===== config.mk =====
export PLATFORM = sky130hd
export DESIGN_NAME = window_gen_3x3
export DESIGN_NICKNAME = d
export VERILOG_FILES = /design/src/rtl/window_gen_3x3.sv
export SDC_FILE = /design/constraint.sdc
export NUM_CORES = 1
export LEC_CHECK = 0
export CAP_MARGIN = 20
export CORE_UTILIZATION = 57
export CTS_CLUSTER_DIAMETER = 120
export DETAILED_ROUTE_END_ITERATION = 8
export GPL_TIMING_DRIVEN = 0
export PLACE_DENSITY = 0.89
export SYNTH_ARGS = -nofsm -noshare
export SYNTH_HDL_FRONTEND = slang
export SYNTH_SLANG_ARGS = --single-unit

===== constraint.sdc =====
create_clock -name clk -period 6.64 [get_ports clk]
set_input_delay 0.664 -clock clk [delete_from_list [all_inputs] [get_ports clk]]
set_output_delay 0.664 -clock clk [all_outputs]
set_load 0.02 [all_outputs]

===== src/rtl/window_gen_3x3.sv =====
// Raster-order 3x3 window generator for the PE: one 72-bit window per accepted pixel once row>=2 and col>=2.
// Output is registered on the accept edge; there is no backpressure, so a window must be taken whenever win_en=1.
module window_gen_3x3 #(
  parameter int IMG_W = 8,
  parameter int IMG_H = 8
) (
  input  logic        clk,
  input  logic        reset,
  input  logic [7:0]  pix_in,
  input  logic        pix_en,
  output logic [71:0] win_out,
  output logic        win_en,
  output logic        frame_done
);

  localparam int CW = (IMG_W > 2) ? $clog2(IMG_W) : 1;
  localparam int RW = (IMG_H > 2) ? $clog2(IMG_H) : 1;

  logic [CW-1:0] r_col;
  logic [RW-1:0] r_row;

  logic [7:0] r_lb0 [IMG_W];
  logic [7:0] r_lb1 [IMG_W];

  // Only the two older columns are stored; the newest column is the live
  // {LB0[col], LB1[col], pix_in} slice, which keeps the output one stage deep.
  logic [7:0] r_win [3][2];

  logic        w_last_col;
  logic        w_last_row;
  logic        w_win_ok;
  logic        w_accept;
  logic [7:0]  w_new_col [3];
  logic [71:0] w_win;

  assign w_last_col = (r_col == CW'(IMG_W - 1));
  assign w_last_row = (r_row == RW'(IMG_H - 1));
  assign w_win_ok   = (r_row >= RW'(2)) && (r_col >= CW'(2));
  assign w_accept   = pix_en && !reset;

  always_comb begin
    w_new_col[0] = r_lb0[r_col];
    w_new_col[1] = r_lb1[r_col];
    w_new_col[2] = pix_in;
  end

  always_comb begin
    w_win = {r_win[0][0], r_win[0][1], w_new_col[0],
             r_win[1][0], r_win[1][1], w_new_col[1],
             r_win[2][0], r_win[2][1], w_new_col[2]};
  end

  always_ff @(posedge clk) begin
    if (reset) begin
      r_col <= '0;
      r_row <= '0;
    end else if (pix_en) begin
      if (w_last_col) begin
        r_col <= '0;
        r_row <= w_last_row ? '0 : r_row + 1'b1;
      end else begin
        r_col <= r_col + 1'b1;
      end
    end
  end

  // Line buffers and window columns carry no reset; stale contents are masked by the row gate.
  always_ff @(posedge clk) begin
    if (w_accept) begin
      r_lb0[r_col] <= r_lb1[r_col];
      r_lb1[r_col] <= pix_in;
      for (int r = 0; r < 3; r++) begin
        r_win[r][0] <= r_win[r][1];
        r_win[r][1] <= w_new_col[r];
      end
    end
  end

  always_ff @(posedge clk) begin
    if (reset) begin
      win_out    <= '0;
      win_en     <= 1'b0;
      frame_done <= 1'b0;
    end else begin
      win_en     <= pix_en && w_win_ok;
      frame_done <= pix_en && w_win_ok && w_last_row && w_last_col;
      if (pix_en && w_win_ok) begin
        win_out <= w_win;
      end
    end
  end

endmodule


Word-level counts from Yosys, hierarchy flattened
Memories as Yosys holds them, arrays and structs flattened. A register that Yosys moved wholly into a read port is not among the register bits.
Index checks and enable logic that the tools add are counted.
{ "op_classes": {"add_sub_neg": 2, "order_cmp": 2, "eq_ne": 2, "mux": 8, "n_reduce_logical": 7} }
{ "ops": {"columns": ["cell", "n"], "rows": [
  ["$mux W3", 6],
  ["$add A3 B1 Y3 const B", 2],
  ["$eq A3 B3 Y1 const B", 2],
  ["$ge A3 B2 Y1 const B", 2],
  ["$logic_and A1 B1 Y1", 5],
  ["$mux W1", 2],
  ["$reduce_and A2 Y1", 1],
  ["$logic_not A1 Y1", 1]
]} }
{ "totals": {"regBits": 80, "ramBits": 176, "n_memories": 3} }
{ "memory_table": {"columns": ["memory", "depth", "width", "rd", "rd_ports_with_merged_regs", "write_ports", "line", "text"], "rows": [
  ["r_lb0", 8, 8, 1, 1, 1, "22", "logic [7:0] r_lb0 [IMG_W];"],
  ["r_lb1", 8, 8, 1, 1, 1, "23", "logic [7:0] r_lb1 [IMG_W];"],
  ["r_win", 3, 16, 3, 0, 3, "27", "logic [7:0] r_win [3][2];"]
]} }

Logic depth before layout (Yosys ltp)
Gate-level depths: netlist (run 1).
{ "logic_depth": {"ltp_word": 5, "ltp_mapped": 7} }

Worst setup path after synthesis (run 1)
Ideal clock, no wire load.
{ "synth_path": {"path_kind": "input to register", "start": "input pix_en", "end": "memory r_lb0[4][0] (enable)", "setup_ns": 0.409, "t_arrival_ns": 4.710, "t_required_ns": 6.231, "slack_ns": 1.520, "stages": 4, "path_buffers": 1, "cell_sequence": "buf_2 -> nor2b_1 -> nand2_1 -> nor3_1"} }
{ "synth_via": {"elab_chain_cells": 3} }
{ "synth_rtl": {"columns": ["item", "line", "text"], "rows": [
  ["start, declared", "10", "input logic pix_en,"],
  ["$logic_and A1 B1 Y1", "39", "assign w_accept = pix_en && !reset;"],
  ["net w_accept", "32", "logic w_accept;"],
  ["$mux W1", "69", "if (w_accept) begin"],
  ["$mux W1 (not written as such)", "70", "r_lb0[r_col] <= r_lb1[r_col];"],
  ["end, declared", "22", null]
]} }
The timed path passes the listed nets, and every way through them passes these cells.

Worst setup path after layout (run 1)
{ "layout_path": {"start": "input pix_en", "end": "memory r_lb0[4][6] (enable)"} }
The elaborated chain is that of the path after synthesis.

==> results of run 1 <==
-- kinds of logic after synthesis --
group | Yosys count
compound gates | 150
simple gates | 84
fa+ha+maj | 6
buf+inv | 68
flops | 259
mux | 83
-- worst paths after layout --
| check | start | end | slack (ns) | cells past startpoint |
|---|---|---|---|---|
| worst min-delay path | r_win[0][3]$_DFFE_PP_ | r_win[0][11]$_DFFE_PP_ | 0.45 | 0 |
| worst max-delay path | pix_en | r_lb0[4][6]$_DFFE_PP_ | 3.51 | 7 |
| worst max register to register | r_col[0]$_SDFFE_PP0P_ | win_out[37]$_SDFFE_PP0P_ | 3.78 | 7 |
| worst min register to register | r_win[0][3]$_DFFE_PP_ | r_win[0][11]$_DFFE_PP_ | 0.45 | 0 |
-- flip-flops by register name, indices dropped and copies added (netlist names), named ones only --
register and flops:
frame_done 1, win_en 1, r_col 3, r_lb1 64
r_row 3, win_out 72, r_win 48, r_lb0 64
-- routing by layer --
layer  vias to the layer above  share of wire, %
met2                       341                51
met5                         -                 0
met1                      2941                37
met4                         0               4.0
li1                       2684                 -
met3                        68               7.3
-- power breakdown --
part	switching, uW	internal (uW)	total (uW)
clock	572	750	1320
sequential	14.7	1770	1780
combinational	148	69.3	218
total	735	2590	3320
-- cells in the final DEF, fill, tap and decap left out, types with 2 or more instances in the layout --
master and n:
sky130_fd_sc_hd__a211oi_1 7, sky130_fd_sc_hd__a211oi_2 10, sky130_fd_sc_hd__a21oi_1 74, sky130_fd_sc_hd__buf_1 6
sky130_fd_sc_hd__buf_12 2, sky130_fd_sc_hd__buf_2 7, sky130_fd_sc_hd__buf_6 2, sky130_fd_sc_hd__buf_8 7
sky130_fd_sc_hd__bufinv_16 2, sky130_fd_sc_hd__clkbuf_1 37, sky130_fd_sc_hd__clkbuf_16 24, sky130_fd_sc_hd__clkdlybuf4s50_1 83
sky130_fd_sc_hd__clkinv_1 4, sky130_fd_sc_hd__clkinv_2 5, sky130_fd_sc_hd__dfxtp_1 83, sky130_fd_sc_hd__edfxtp_1 176
sky130_fd_sc_hd__ha_1 6, sky130_fd_sc_hd__inv_1 18, sky130_fd_sc_hd__mux2i_1 67, sky130_fd_sc_hd__mux4_2 16
sky130_fd_sc_hd__nand2_1 5, sky130_fd_sc_hd__nand2b_1 2, sky130_fd_sc_hd__nand3_1 57, sky130_fd_sc_hd__nor2_1 7
sky130_fd_sc_hd__nor2_2 6, sky130_fd_sc_hd__nor3_1 2, sky130_fd_sc_hd__nor3_2 2, sky130_fd_sc_hd__o21ai_0 53
sky130_fd_sc_hd__o21ai_1 3
-- synth_stat cells, types with 7 or more instances --
| master | number |
|---|---|
| sky130_fd_sc_hd__clkbuf_1 | 30 |
| sky130_fd_sc_hd__mux4_2 | 16 |
| sky130_fd_sc_hd__dfxtp_1 | 83 |
| sky130_fd_sc_hd__a211oi_2 | 10 |
| sky130_fd_sc_hd__a21oi_1 | 74 |
| sky130_fd_sc_hd__nand3_1 | 57 |
| sky130_fd_sc_hd__edfxtp_1 | 176 |
| sky130_fd_sc_hd__o21ai_0 | 53 |
| sky130_fd_sc_hd__mux2i_1 | 67 |
| sky130_fd_sc_hd__inv_1 | 18 |
| sky130_fd_sc_hd__buf_2 | 7 |
| sky130_fd_sc_hd__a211oi_1 | 7 |
| sky130_fd_sc_hd__nor2_1 | 13 |
-- layout make-up --
| cell class | instances | area, um^2 | area share [%] |
|---|---|---|---|
| Timing Repair Buffer | 88 | 900 | 7.74 |
| Sequential cell | 259 | 6950 | 59.8 |
| Clock inverter | 13 | 128 | 1.10 |
| Buffer | 50 | 277 | 2.38 |
| Inverter | 18 | 67.6 | 0.581 |
| Multi-Input combinational cell | 323 | 2400 | 20.7 |
| Clock buffer | 31 | 627 | 5.39 |
| Tap cell | 220 | 275 | 2.37 |
-- through the flow --
stage | util [%] | cell area, um^2
final | 70.1 | 11600
after global routing | 70.1 | 11600
after CTS | 70.1 | 11600
after detailed placement | 65.5 | 10900
after global placement | 64.9 | 10800
after floorplan | - | 9660
==> run_summary.xml, run 1 <==
<?xml version="1.0" encoding="UTF-8"?>
<metrics>
  <group name="outcome">
    <metric name="run_status" unit="">finished, final reports clean</metric>
  </group>
  <group name="critical_path">
    <metric name="timing.critical_path.arrival" unit="ns">3.35</metric>
    <metric name="critical_path.cell_chain" unit="">clkdlybuf4s50_1, buf_2, nor2b_4, buf_12, nand2_1, nor3_2, buf_6</metric>
    <metric name="crit_path_top_delay_cell" unit="">sky130_fd_sc_hd__nor3_2</metric>
    <metric name="cp.buffers_inverters" unit="">4</metric>
    <metric name="critPathLaunchType" unit="">primary input</metric>
    <metric name="path_class" unit="">in2reg</metric>
    <metric name="cp_max_fo" unit="">38</metric>
    <metric name="critical_path.top_delay_family" unit="">simple AND/OR/NAND/NOR gates</metric>
    <metric name="worst_path_largest_cell_delay" unit="ns">0.70</metric>
    <metric name="crit_path_end_kind" unit="">flip-flop</metric>
    <metric name="worst_ep_required_time" unit="ns">6.86</metric>
  </group>
  <group name="timing">
    <metric name="timing.setup.tns" unit="ns">0</metric>
    <metric name="timing_worst_slew_pin_value" unit="ns">1.01</metric>
    <metric name="setup-violations-final" unit="">0</metric>
    <metric name="final.min_clock_period" unit="ns">3.13</metric>
    <metric name="holdWs" unit="ns">0.454</metric>
    <metric name="rsz0062_at_grt" unit="">false</metric>
    <metric name="final_hold_violations" unit="">0</metric>
    <metric name="slew_headroom" unit="%">32.5</metric>
    <metric name="final_worst_setup_slack" unit="ns">3.51</metric>
    <metric name="fin_skew" unit="ns">0.0277</metric>
    <metric name="layout_worst_path_cycle_share" unit="%">47.1</metric>
    <metric name="fmax" unit="MHz">320</metric>
    <metric name="slew_violations" unit="">0</metric>
  </group>
  <group name="synth">
    <metric name="dominantRegCellSynth" unit="">sky130_fd_sc_hd__edfxtp_1</metric>
    <metric name="synth_top_cell_by_area" unit="">sky130_fd_sc_hd__edfxtp_1</metric>
    <metric name="synth_simple_gate_area_share" unit="%">4.18</metric>
    <metric name="post_synth_num_cell_types" unit="">28</metric>
    <metric name="post_synthesis_compound_gate_area_fraction" unit="%">8.89</metric>
    <metric name="synth_cells" unit="">650</metric>
    <metric name="syn-cell-area" unit="um^2">9660</metric>
    <metric name="synth.mux.area_fraction" unit="%">10.7</metric>
    <metric name="async_flop_share" unit="%">0</metric>
    <metric name="synth.top_cells.by_area" unit="">sky130_fd_sc_hd__edfxtp_1, sky130_fd_sc_hd__dfxtp_1, sky130_fd_sc_hd__mux2i_1</metric>
    <metric name="yosysTopAreaCellShare" unit="%">54.7</metric>
    <metric name="synth_edf_count" unit="">176</metric>
    <metric name="avgSynthCellArea" unit="um^2">14.9</metric>
    <metric name="synth_adder_area_share" unit="%">0.777</metric>
    <metric name="synth-xor-area-share" unit="%">0</metric>
    <metric name="dominant_combinational_cell_family_by_area_after_synthesis" unit="">multiplexers</metric>
    <metric name="synth-warning-count" unit="">0</metric>
    <metric name="postSynthNetCount" unit="">667</metric>
    <metric name="ys_seq_area_share" unit="%">71.9</metric>
    <metric name="synth_seq_cells" unit="">259</metric>
  </group>
  <group name="global_route">
    <metric name="grt_pass1_wl" unit="um">33700</metric>
    <metric name="global_route.usage.met2" unit="%">43.8</metric>
    <metric name="global_route.usage.met1" unit="%">31.9</metric>
    <metric name="globalRoute.totalOverflow" unit="">0</metric>
    <metric name="grt_most_used_layer" unit="">met2</metric>
    <metric name="grt_util_met3" unit="%">3.77</metric>
    <metric name="grt_antenna_before_repair" unit="">0</metric>
    <metric name="grt_use_total" unit="%">25.3</metric>
    <metric name="grt_max_degree" unit="">39</metric>
    <metric name="first_global_vias" unit="">6067</metric>
  </group>
  <group name="pwr">
    <metric name="peakVddDrop" unit="mV">0.199</metric>
    <metric name="total_power" unit="uW">3320</metric>
    <metric name="power_density_cells" unit="nW/um^2">286</metric>
    <metric name="cellLeakagePower" unit="uW">0.00377</metric>
  </group>
  <group name="clock_network">
    <metric name="cts_post_setup_buffers_inserted" unit="">0</metric>
    <metric name="max-clock-path-buffers" unit="">3</metric>
    <metric name="clock_tree.root_cell" unit="">sky130_fd_sc_hd__clkbuf_16</metric>
    <metric name="cts_sinks" unit="">259</metric>
    <metric name="worst_skew_late_latency" unit="ns">0.53</metric>
    <metric name="path_clk_slew" unit="ns">0.06</metric>
    <metric name="cts_resized" unit="">0</metric>
    <metric name="numCtsBuffers" unit="">24</metric>
    <metric name="tritoncts" unit="">done</metric>
    <metric name="deepest_level_of_the_cts_h_tree" unit="">1</metric>
    <metric name="cts-hold-fix-buffers" unit="">0</metric>
  </group>
  <group name="floorplanning">
    <metric name="initial_core_util" unit="%">58.2</metric>
    <metric name="io_pins" unit="">85</metric>
    <metric name="fp-row-count" unit="">47</metric>
    <metric name="dieWidth" unit="um">132</metric>
    <metric name="floorplan_core_area" unit="um^2">16600</metric>
    <metric name="floorplan.die.height" unit="um">132</metric>
    <metric name="die-area" unit="um^2">17500</metric>
  </group>
  <group name="routing">
    <metric name="dr.first_iter.drc_count" unit="">677</metric>
    <metric name="routed-via-count" unit="">6034</metric>
    <metric name="avgViaCountPerCell" unit="">6.02</metric>
    <metric name="detail_route.first_pass.iterations" unit="">7</metric>
    <metric name="routed_wire_length_per_instance" unit="um">21.9</metric>
    <metric name="drt_drc_violations_left" unit="">0</metric>
    <metric name="final_antenna_net_count" unit="">0</metric>
    <metric name="postRouteWirelength" unit="um">22000</metric>
  </group>
  <group name="finish">
    <metric name="drive_gt1_share" unit="%">11.3</metric>
    <metric name="final.fill_count" unit="">992</metric>
    <metric name="stdcell_count" unit="">1002</metric>
    <metric name="antenna_cells" unit="">0</metric>
    <metric name="total_number_of_nets_in_the_final_design" unit="">781</metric>
    <metric name="area_added_between_synthesis_and_finish" unit="%">20.3</metric>
  </group>
  <group name="place">
    <metric name="buffer_ports.inserted" unit="">83</metric>
    <metric name="place_congestion" unit="">0.784</metric>
    <metric name="place.detailed.instances" unit="">958</metric>
    <metric name="dp_worst_setup_slack" unit="ns">3.06</metric>
    <metric name="detailed_place_hpwl" unit="um">14400</metric>
  </group>
  <group name="run">
    <metric name="max_cap_violations" unit="">0</metric>
  </group>
  <group name="hold_path">
    <metric name="hold_class" unit="">reg2reg</metric>
  </group>
</metrics>
No activity file was read; power rests on OpenSTA's default activity.
==> run 2, diff against run 1 <==
==> constraint.sdc (replaced) <==
create_clock -name clk -period 3.27 [get_ports clk]
set_input_delay 0.327 -clock clk [delete_from_list [all_inputs] [get_ports clk]]
set_output_delay 0.327 -clock clk [all_outputs]
set_load 0.02 [all_outputs]
==> run 2 against run 1 <==
Effect of this change:
- wire length rose by 2.8%
- count of clock-buffer cells in the layout rose by 8
- via count rose by 1.6%
- first-iteration DRC count fell by 29%
- core utilization fell by 0.13 points
- sequential power rose by 100%
- hold slack got worse by 0.0021 ns
- register-to-register slack got worse by 3.2 ns
- sequential share of layout area rose by 0.11 points
==> run_summary.xml, run 2 (same netlist as run 1, synthesis figures left out) <==
<?xml version="1.0" encoding="UTF-8"?>
<metrics>
  <group name="clock_network">
    <metric name="cts_sinks" unit="">259</metric>
    <metric name="cts_post_setup_buffers_inserted" unit="">0</metric>
    <metric name="path_clk_slew" unit="ns">0.06</metric>
    <metric name="cts-hold-fix-buffers" unit="">0</metric>
    <metric name="deepest_level_of_the_cts_h_tree" unit="">1</metric>
    <metric name="numCtsBuffers" unit="">24</metric>
    <metric name="worst_skew_late_latency" unit="ns">0.53</metric>
    <metric name="cts_resized" unit="">0</metric>
    <metric name="max-clock-path-buffers" unit="">3</metric>
    <metric name="clock_tree.root_cell" unit="">sky130_fd_sc_hd__clkbuf_16</metric>
    <metric name="tritoncts" unit="">done</metric>
  </group>
  <group name="finish">
    <metric name="post-route-cell-area" unit="um^2">11600</metric>
    <metric name="largest_register_ff_count" unit="">72</metric>
    <metric name="layout_top_registers" unit="">win_out (72), r_lb0 (64), r_lb1 (64)</metric>
    <metric name="total_number_of_nets_in_the_final_design" unit="">780</metric>
    <metric name="stdcell_count" unit="">1001</metric>
    <metric name="area_added_between_synthesis_and_finish" unit="%">20.1</metric>
    <metric name="drive_gt1_share" unit="%">11.3</metric>
    <metric name="most-common-layout-cells" unit="">sky130_fd_sc_hd__edfxtp_1, sky130_fd_sc_hd__dfxtp_1, sky130_fd_sc_hd__clkdlybuf4s50_1</metric>
    <metric name="antenna_cells" unit="">0</metric>
    <metric name="regMostFlops" unit="">win_out</metric>
    <metric name="most_common_library_cell_in_the_layout_ignoring_fill_and_taps" unit="">sky130_fd_sc_hd__edfxtp_1</metric>
  </group>
  <group name="hold_path">
    <metric name="timing.hold.worst.start" unit="">reset</metric>
    <metric name="hold_class" unit="">in2reg</metric>
  </group>
  <group name="timing">
    <metric name="final_hold_violations" unit="">0</metric>
    <metric name="layout_worst_path_cycle_share" unit="%">82.5</metric>
    <metric name="slew_violations" unit="">0</metric>
    <metric name="final.min_clock_period" unit="ns">2.70</metric>
    <metric name="holdWs" unit="ns">0.452</metric>
    <metric name="fmax" unit="MHz">371</metric>
    <metric name="rsz0062_at_grt" unit="">false</metric>
    <metric name="setup-violations-final" unit="">0</metric>
    <metric name="timing_worst_slew_pin_value" unit="ns">1.03</metric>
    <metric name="fin_skew" unit="ns">0.0115</metric>
    <metric name="slew_headroom" unit="%">31.3</metric>
  </group>
  <group name="global_route">
    <metric name="global_route.usage.met1" unit="%">31.8</metric>
    <metric name="grt_pass1_wl" unit="um">34900</metric>
    <metric name="globalRoute.totalOverflow" unit="">0</metric>
    <metric name="first_global_vias" unit="">6190</metric>
    <metric name="grt_use_total" unit="%">26.3</metric>
    <metric name="global_route.usage.met2" unit="%">46.0</metric>
    <metric name="grt_antenna_before_repair" unit="">0</metric>
    <metric name="grt_util_met3" unit="%">4.61</metric>
    <metric name="grt_most_used_layer" unit="">met2</metric>
    <metric name="grt_max_degree" unit="">37</metric>
  </group>
  <group name="routing">
    <metric name="routed-via-count" unit="">6128</metric>
    <metric name="detail_route.first_pass.iterations" unit="">5</metric>
    <metric name="routed_wire_length_per_instance" unit="um">22.5</metric>
    <metric name="avgViaCountPerCell" unit="">6.12</metric>
    <metric name="postRouteWirelength" unit="um">22600</metric>
    <metric name="drt_drc_violations_left" unit="">0</metric>
    <metric name="final_antenna_net_count" unit="">0</metric>
    <metric name="dr.first_iter.drc_count" unit="">483</metric>
  </group>
  <group name="pwr">
    <metric name="internal_power" unit="uW">5240</metric>
    <metric name="part_of_the_power_in_registers" unit="%">53.7</metric>
    <metric name="cellLeakagePower" unit="uW">0.00377</metric>
    <metric name="peakVddDrop" unit="mV">0.435</metric>
    <metric name="combinationalPowerShare" unit="%">6.6</metric>
    <metric name="power_density_cells" unit="nW/um^2">580</metric>
    <metric name="share_clk_of_total_power" unit="%">39.6</metric>
    <metric name="switching_share_of_power" unit="%">22.1</metric>
    <metric name="power_switching" unit="uW">1490</metric>
  </group>
  <group name="outcome">
    <metric name="run_status" unit="">finished, final reports clean</metric>
  </group>
  <group name="critical_path">
    <metric name="r2r-start" unit="">r_col[0]$_SDFFE_PP0P_</metric>
    <metric name="worst_ep_required_time" unit="ns">3.71</metric>
    <metric name="crit_path_end_kind" unit="">flip-flop</metric>
    <metric name="cp_max_fo" unit="">10</metric>
    <metric name="path_class" unit="">reg2reg</metric>
    <metric name="critPathLaunchType" unit="">flip-flop</metric>
    <metric name="worst_setup_path_startpoint" unit="">r_col[0]$_SDFFE_PP0P_</metric>
    <metric name="timing.critical_path.arrival" unit="ns">3.14</metric>
  </group>
  <group name="place">
    <metric name="detailed_place_hpwl" unit="um">14200</metric>
    <metric name="place_area" unit="um^2">10800</metric>
    <metric name="place_congestion" unit="">0.803</metric>
    <metric name="buffer_ports.inserted" unit="">83</metric>
    <metric name="place.detailed.instances" unit="">957</metric>
  </group>
  <group name="floorplanning">
    <metric name="io_pins" unit="">85</metric>
    <metric name="initial_core_util" unit="%">58.2</metric>
    <metric name="fp-row-count" unit="">47</metric>
    <metric name="die-area" unit="um^2">17500</metric>
    <metric name="floorplan_core_area" unit="um^2">16600</metric>
    <metric name="floorplan.die.height" unit="um">132</metric>
    <metric name="dieWidth" unit="um">132</metric>
  </group>
  <group name="run">
    <metric name="max_cap_violations" unit="">0</metric>
  </group>
</metrics>
[run 2: changes by cell type in the layout (fill, tap and decap cells not counted), moves of 2 or more]
cell / delta
sky130_fd_sc_hd__clkbuf_1: +2
sky130_fd_sc_hd__bufinv_16: -2
sky130_fd_sc_hd__buf_6: +2
sky130_fd_sc_hd__buf_8: -2
sky130_fd_sc_hd__clkbuf_8: +4
sky130_fd_sc_hd__clkinv_1: -4
[run 2: final cells by class]
class                   instances  area [um^2]
fillers                      1004         4980
repair buffers                 87          885
plain buffers                  50          277
well taps                     220          275
flip-flops and latches        259         6950
clock inverters                 5         28.8
multi-input cells             323         2400
clock buffers                  39          722
inverters                      18         67.6
[run 2: path summary, 6_finish.rpt]
check	endpoint	slack (ns)	cells past startpoint
worst max-delay path	win_out[40]$_SDFFE_PP0P_	0.57	7
worst min-delay path	win_en$_SDFF_PP0_	0.45	2
worst max register to register	win_out[40]$_SDFFE_PP0P_	0.57	7
worst min register to register	r_win[2][13]$_DFFE_PP_	0.45	0
[run 2: metrics by stage]
step | power [uW] | TNS, ns | util [%] | worst slack, ns
CTS | 6730 | 0 | 69.9 | 0.632
detailed placement | 4110 | 0 | 65.4 | 0.184
global placement | 4080 | -114.93 | 65.0 | -1.44
global route | 6890 | 0 | 69.9 | 0.479
finish | 6730 | 0 | 69.9 | 0.572
floorplan | 3950 | 0 | - | 0.103
[run 2: power by group through the flow]
stage / logic, uW / clock network [uW] / registers, uW
after floorplan: 279 / 0 / 3670
after global placement: 397 / 0 / 3680
after detailed placement: 426 / 0 / 3680
after CTS: 438 / 2670 / 3620
after global routing: 469 / 2800 / 3620
final: 446 / 2670 / 3620
[run 2: worst max-delay path: stages, from the launching register on]
cell	delay, ns
sky130_fd_sc_hd__dfxtp_1	0.54
sky130_fd_sc_hd__inv_1	0.13
sky130_fd_sc_hd__ha_1	0.24
sky130_fd_sc_hd__nor3_1	0.59
sky130_fd_sc_hd__buf_2	0.38
sky130_fd_sc_hd__clkbuf_1	0.33
sky130_fd_sc_hd__o21ai_0	0.18
sky130_fd_sc_hd__a21oi_1	0.22
[run 2: layer usage]
| metal | part of all wire, % | routed length, um | vias up |
|---|---|---|---|
| met5 | 0 | 0 | - |
| met4 | 3.8 | 860 | 0 |
| met3 | 8.0 | 1810 | 68 |
| met2 | 52 | 11700 | 372 |
| met1 | 36 | 8230 | 3013 |
| li1 | - | - | 2675 |
==> run 3, diff against run 2 <==
--- a/config.mk
+++ b/config.mk
@@ -6,11 +6,11 @@
 export NUM_CORES = 1
 export LEC_CHECK = 0
 export CAP_MARGIN = 20
-export CORE_UTILIZATION = 57
+export CORE_UTILIZATION = 51
 export CTS_CLUSTER_DIAMETER = 120
 export DETAILED_ROUTE_END_ITERATION = 8
 export GPL_TIMING_DRIVEN = 0
-export PLACE_DENSITY = 0.89
+export PLACE_DENSITY = 0.85
 export SYNTH_ARGS = -nofsm -noshare
 export SYNTH_HDL_FRONTEND = slang
 export SYNTH_SLANG_ARGS = --single-unit
==> constraint.sdc (replaced) <==
create_clock -name clk -period 2.3 [get_ports clk]
set_input_delay 0.23 -clock clk [delete_from_list [all_inputs] [get_ports clk]]
set_output_delay 0.23 -clock clk [all_outputs]
set_load 0.02 [all_outputs]
==> run 3 against run 2 <==
Effect of this change:
- via count decreased by 2.8%
- sequential share of layout area decreased by 1.1 points
- worst setup slack got worse by 0.48 ns
- wire length decreased by 3.8%
- critical path type is now in2reg
- critical endpoint is now r_lb0[3][7]$_DFFE_PP_
- highest routed layer unchanged
==> run_summary.xml, run 3 (same netlist as run 1, synthesis figures left out) <==
<?xml version="1.0" encoding="UTF-8"?>
<metrics>
  <group name="outcome">
    <metric name="run_status" unit="">finished, final reports clean</metric>
  </group>
  <group name="global_route">
    <metric name="grt_use_total" unit="%">22.7</metric>
    <metric name="grt_pass1_wl" unit="um">33400</metric>
    <metric name="globalRoute.totalOverflow" unit="">0</metric>
    <metric name="grt_max_degree" unit="">33</metric>
    <metric name="first_global_vias" unit="">6022</metric>
    <metric name="grt_antenna_before_repair" unit="">0</metric>
  </group>
  <group name="timing">
    <metric name="holdWs" unit="ns">0.0173</metric>
    <metric name="slew_violations" unit="">0</metric>
    <metric name="fmax" unit="MHz">453</metric>
    <metric name="final_worst_setup_slack" unit="ns">0.0903</metric>
    <metric name="slew_headroom" unit="%">49.6</metric>
    <metric name="layout_worst_path_cycle_share" unit="%">96.1</metric>
    <metric name="timing_worst_slew_pin_value" unit="ns">0.756</metric>
    <metric name="final.min_clock_period" unit="ns">2.21</metric>
    <metric name="rsz0062_at_grt" unit="">false</metric>
    <metric name="final_hold_violations" unit="">0</metric>
    <metric name="setup-violations-final" unit="">0</metric>
    <metric name="timing.setup.tns" unit="ns">0</metric>
    <metric name="fin_skew" unit="ns">0.0105</metric>
  </group>
  <group name="hold_path">
    <metric name="hold_class" unit="">in2reg</metric>
    <metric name="timing.hold.worst_path_depth" unit="">2</metric>
    <metric name="min_to" unit="">win_en$_SDFF_PP0_</metric>
    <metric name="timing.hold.worst.start" unit="">reset</metric>
  </group>
  <group name="clock_network">
    <metric name="worst_skew_late_latency" unit="ns">0.52</metric>
    <metric name="cts-hold-fix-buffers" unit="">0</metric>
    <metric name="tritoncts" unit="">done</metric>
    <metric name="numCtsBuffers" unit="">25</metric>
    <metric name="path_clk_slew" unit="ns">0.06</metric>
    <metric name="max-clock-path-buffers" unit="">3</metric>
    <metric name="deepest_level_of_the_cts_h_tree" unit="">1</metric>
    <metric name="clock_tree.root_cell" unit="">sky130_fd_sc_hd__clkbuf_16</metric>
    <metric name="cts_sinks" unit="">259</metric>
  </group>
  <group name="place">
    <metric name="dp_worst_setup_slack" unit="ns">-0.638</metric>
    <metric name="place_area" unit="um^2">10900</metric>
    <metric name="buffer_ports.inserted" unit="">83</metric>
    <metric name="place_congestion" unit="">0.798</metric>
    <metric name="detailed_place_hpwl" unit="um">13600</metric>
  </group>
  <group name="finish">
    <metric name="multi_input_area" unit="um^2">2490</metric>
    <metric name="most-common-layout-cells" unit="">sky130_fd_sc_hd__edfxtp_1, sky130_fd_sc_hd__clkdlybuf4s50_1, sky130_fd_sc_hd__dfxtp_1</metric>
    <metric name="drive_gt1_share" unit="%">13.7</metric>
    <metric name="seq_area" unit="um^2">6950</metric>
    <metric name="final.fill_count" unit="">1240</metric>
    <metric name="largest_register_ff_count" unit="">72</metric>
    <metric name="regMostFlops" unit="">win_out</metric>
    <metric name="total_number_of_nets_in_the_final_design" unit="">779</metric>
    <metric name="layout_top_registers" unit="">win_out (72), r_lb0 (64), r_lb1 (64)</metric>
    <metric name="post-route-cell-area" unit="um^2">11800</metric>
    <metric name="most_common_library_cell_in_the_layout_ignoring_fill_and_taps" unit="">sky130_fd_sc_hd__edfxtp_1</metric>
    <metric name="area_added_between_synthesis_and_finish" unit="%">22.4</metric>
    <metric name="utilization" unit="%">64.7</metric>
    <metric name="antenna_cells" unit="">0</metric>
  </group>
  <group name="pwr">
    <metric name="cellLeakagePower" unit="uW">0.00385</metric>
    <metric name="combinationalPowerShare" unit="%">6.5</metric>
    <metric name="power_density_cells" unit="nW/um^2">843</metric>
    <metric name="internal_power" unit="uW">7760</metric>
    <metric name="part_of_the_power_in_registers" unit="%">51.7</metric>
    <metric name="peakVddDrop" unit="mV">0.473</metric>
    <metric name="share_clk_of_total_power" unit="%">41.9</metric>
    <metric name="power_switching" unit="uW">2200</metric>
    <metric name="switching_share_of_power" unit="%">22.1</metric>
  </group>
  <group name="critical_path">
    <metric name="critical_path.top_delay_family" unit="">simple AND/OR/NAND/NOR gates</metric>
    <metric name="path_class" unit="">in2reg</metric>
    <metric name="worst-path-stages" unit="">5</metric>
    <metric name="critPathLaunchType" unit="">primary input</metric>
    <metric name="ff_to_ff_end" unit="">r_lb0[3][7]$_DFFE_PP_</metric>
    <metric name="crit_path_top_delay_cell" unit="">sky130_fd_sc_hd__clkdlybuf4s50_1</metric>
    <metric name="reg2reg_setup_slack" unit="ns">0.18</metric>
    <metric name="cp.buffers_inverters" unit="">2</metric>
    <metric name="critical_path.cell_chain" unit="">clkdlybuf4s50_1, buf_8, nor2b_4, nand2b_4, nor2_4</metric>
    <metric name="timing.critical_path.arrival" unit="ns">2.35</metric>
    <metric name="worst_r2r_path_depth" unit="">4</metric>
    <metric name="worst_path_largest_cell_delay" unit="ns">0.59</metric>
    <metric name="worst_ep_required_time" unit="ns">2.44</metric>
    <metric name="crit_path_end_kind" unit="">flip-flop</metric>
    <metric name="cp_max_fo" unit="">19</metric>
  </group>
  <group name="routing">
    <metric name="final_antenna_net_count" unit="">0</metric>
    <metric name="avgViaCountPerCell" unit="">5.90</metric>
    <metric name="routed-via-count" unit="">5957</metric>
    <metric name="dr.first_iter.drc_count" unit="">459</metric>
    <metric name="postRouteWirelength" unit="um">21700</metric>
    <metric name="detail_route.first_pass.iterations" unit="">4</metric>
    <metric name="drt_drc_violations_left" unit="">0</metric>
    <metric name="routed_wire_length_per_instance" unit="um">21.5</metric>
  </group>
  <group name="run">
    <metric name="max_cap_violations" unit="">0</metric>
  </group>
  <group name="floorplanning">
    <metric name="floorplan.die.height" unit="um">140</metric>
    <metric name="die-area" unit="um^2">19500</metric>
    <metric name="initial_core_util" unit="%">52.9</metric>
    <metric name="floorplan_core_area" unit="um^2">18300</metric>
    <metric name="io_pins" unit="">85</metric>
    <metric name="fp-row-count" unit="">49</metric>
    <metric name="dieWidth" unit="um">140</metric>
  </group>
</metrics>
[run 3: cell types whose count changed in the layout (fill, tap and decap cells not counted), sizes merged]
cell,previous run,this run
buf,24,22
bufinv,0,3
clkbuf,69,61
clkinv,4,9
clkinvlp,0,1
inv,19,20
[run 3: per-stage QoR]
stage | power, uW | instances
2_1_floorplan | 5640 | 650
3_3_place_gp | 5830 | 962
3_5_place_dp | 5860 | 963
4_1_cts | 9960 | 1010
5_1_grt | 10200 | 1010
6_report | 9960 | 1010
[run 3: power by group through the flow]
stage | sequential (uW) | combinational, uW | clock (uW)
final | 5140 | 646 | 4170
after global routing | 5150 | 687 | 4360
after CTS | 5140 | 632 | 4190
after detailed placement | 5240 | 620 | 0
after global placement | 5240 | 598 | 0
after floorplan | 5230 | 410 | 0
[run 3: area by class of cell]
| class | instances | area share (%) |
|---|---|---|
| clock inverter | 15 | 1.35 |
| clock buffer | 31 | 5.75 |
| tap | 229 | 2.42 |
| multi-input combinational | 323 | 21.0 |
| inverter | 18 | 0.572 |
| sequential | 259 | 58.8 |
| buffer | 49 | 2.56 |
| timing repair buffer | 86 | 7.54 |
[run 3: metal layers]
| metal | track usage [%] | wire length [um] | up-vias |
|---|---|---|---|
| met3 | 4.03 | 1530 | 57 |
| met2 | 37.8 | 10900 | 269 |
| met1 | 29.1 | 8570 | 2959 |
| met4 | 10.6 | 755 | 0 |
| li1 | - | - | 2672 |
| met5 | 0 | 0 | - |
[run 3: worst max-delay path by stage]
stage	from	end	slack [ns]
5_1_grt	r_row[0]$_SDFFE_PP0P_	win_out[36]$_SDFFE_PP0P_	0.01
4_1_cts	r_row[0]$_SDFFE_PP0P_	win_out[31]$_SDFFE_PP0P_	0.02
3_3_place_gp	pix_en	r_lb1[0][2]$_DFFE_PP_	-1.22
2_1_floorplan	pix_en	r_lb0[0][0]$_DFFE_PP_	-0.03
6_report	pix_en	r_lb0[3][7]$_DFFE_PP_	0.09
3_5_place_dp	pix_en	r_lb1[0][6]$_DFFE_PP_	-0.64
[run 3: worst reg2reg max path: cells and delay by family, from the launching register on]
kind                   cells  cell delay (ns)
muxes                      1             0.46
DFF                        1             0.33
buffers and inverters      3             1.12
[run 3: repair_timing]
| item | 4_1_cts | 5_1_grt |
|---|---|---|
| resized for setup | 4 | 13 |
| pin swaps | 2 | 0 |
| setup buffers | 2 | 0 |
| cloned | 0 | 0 |
| endpoints found under the setup margin | 108 | 79 |
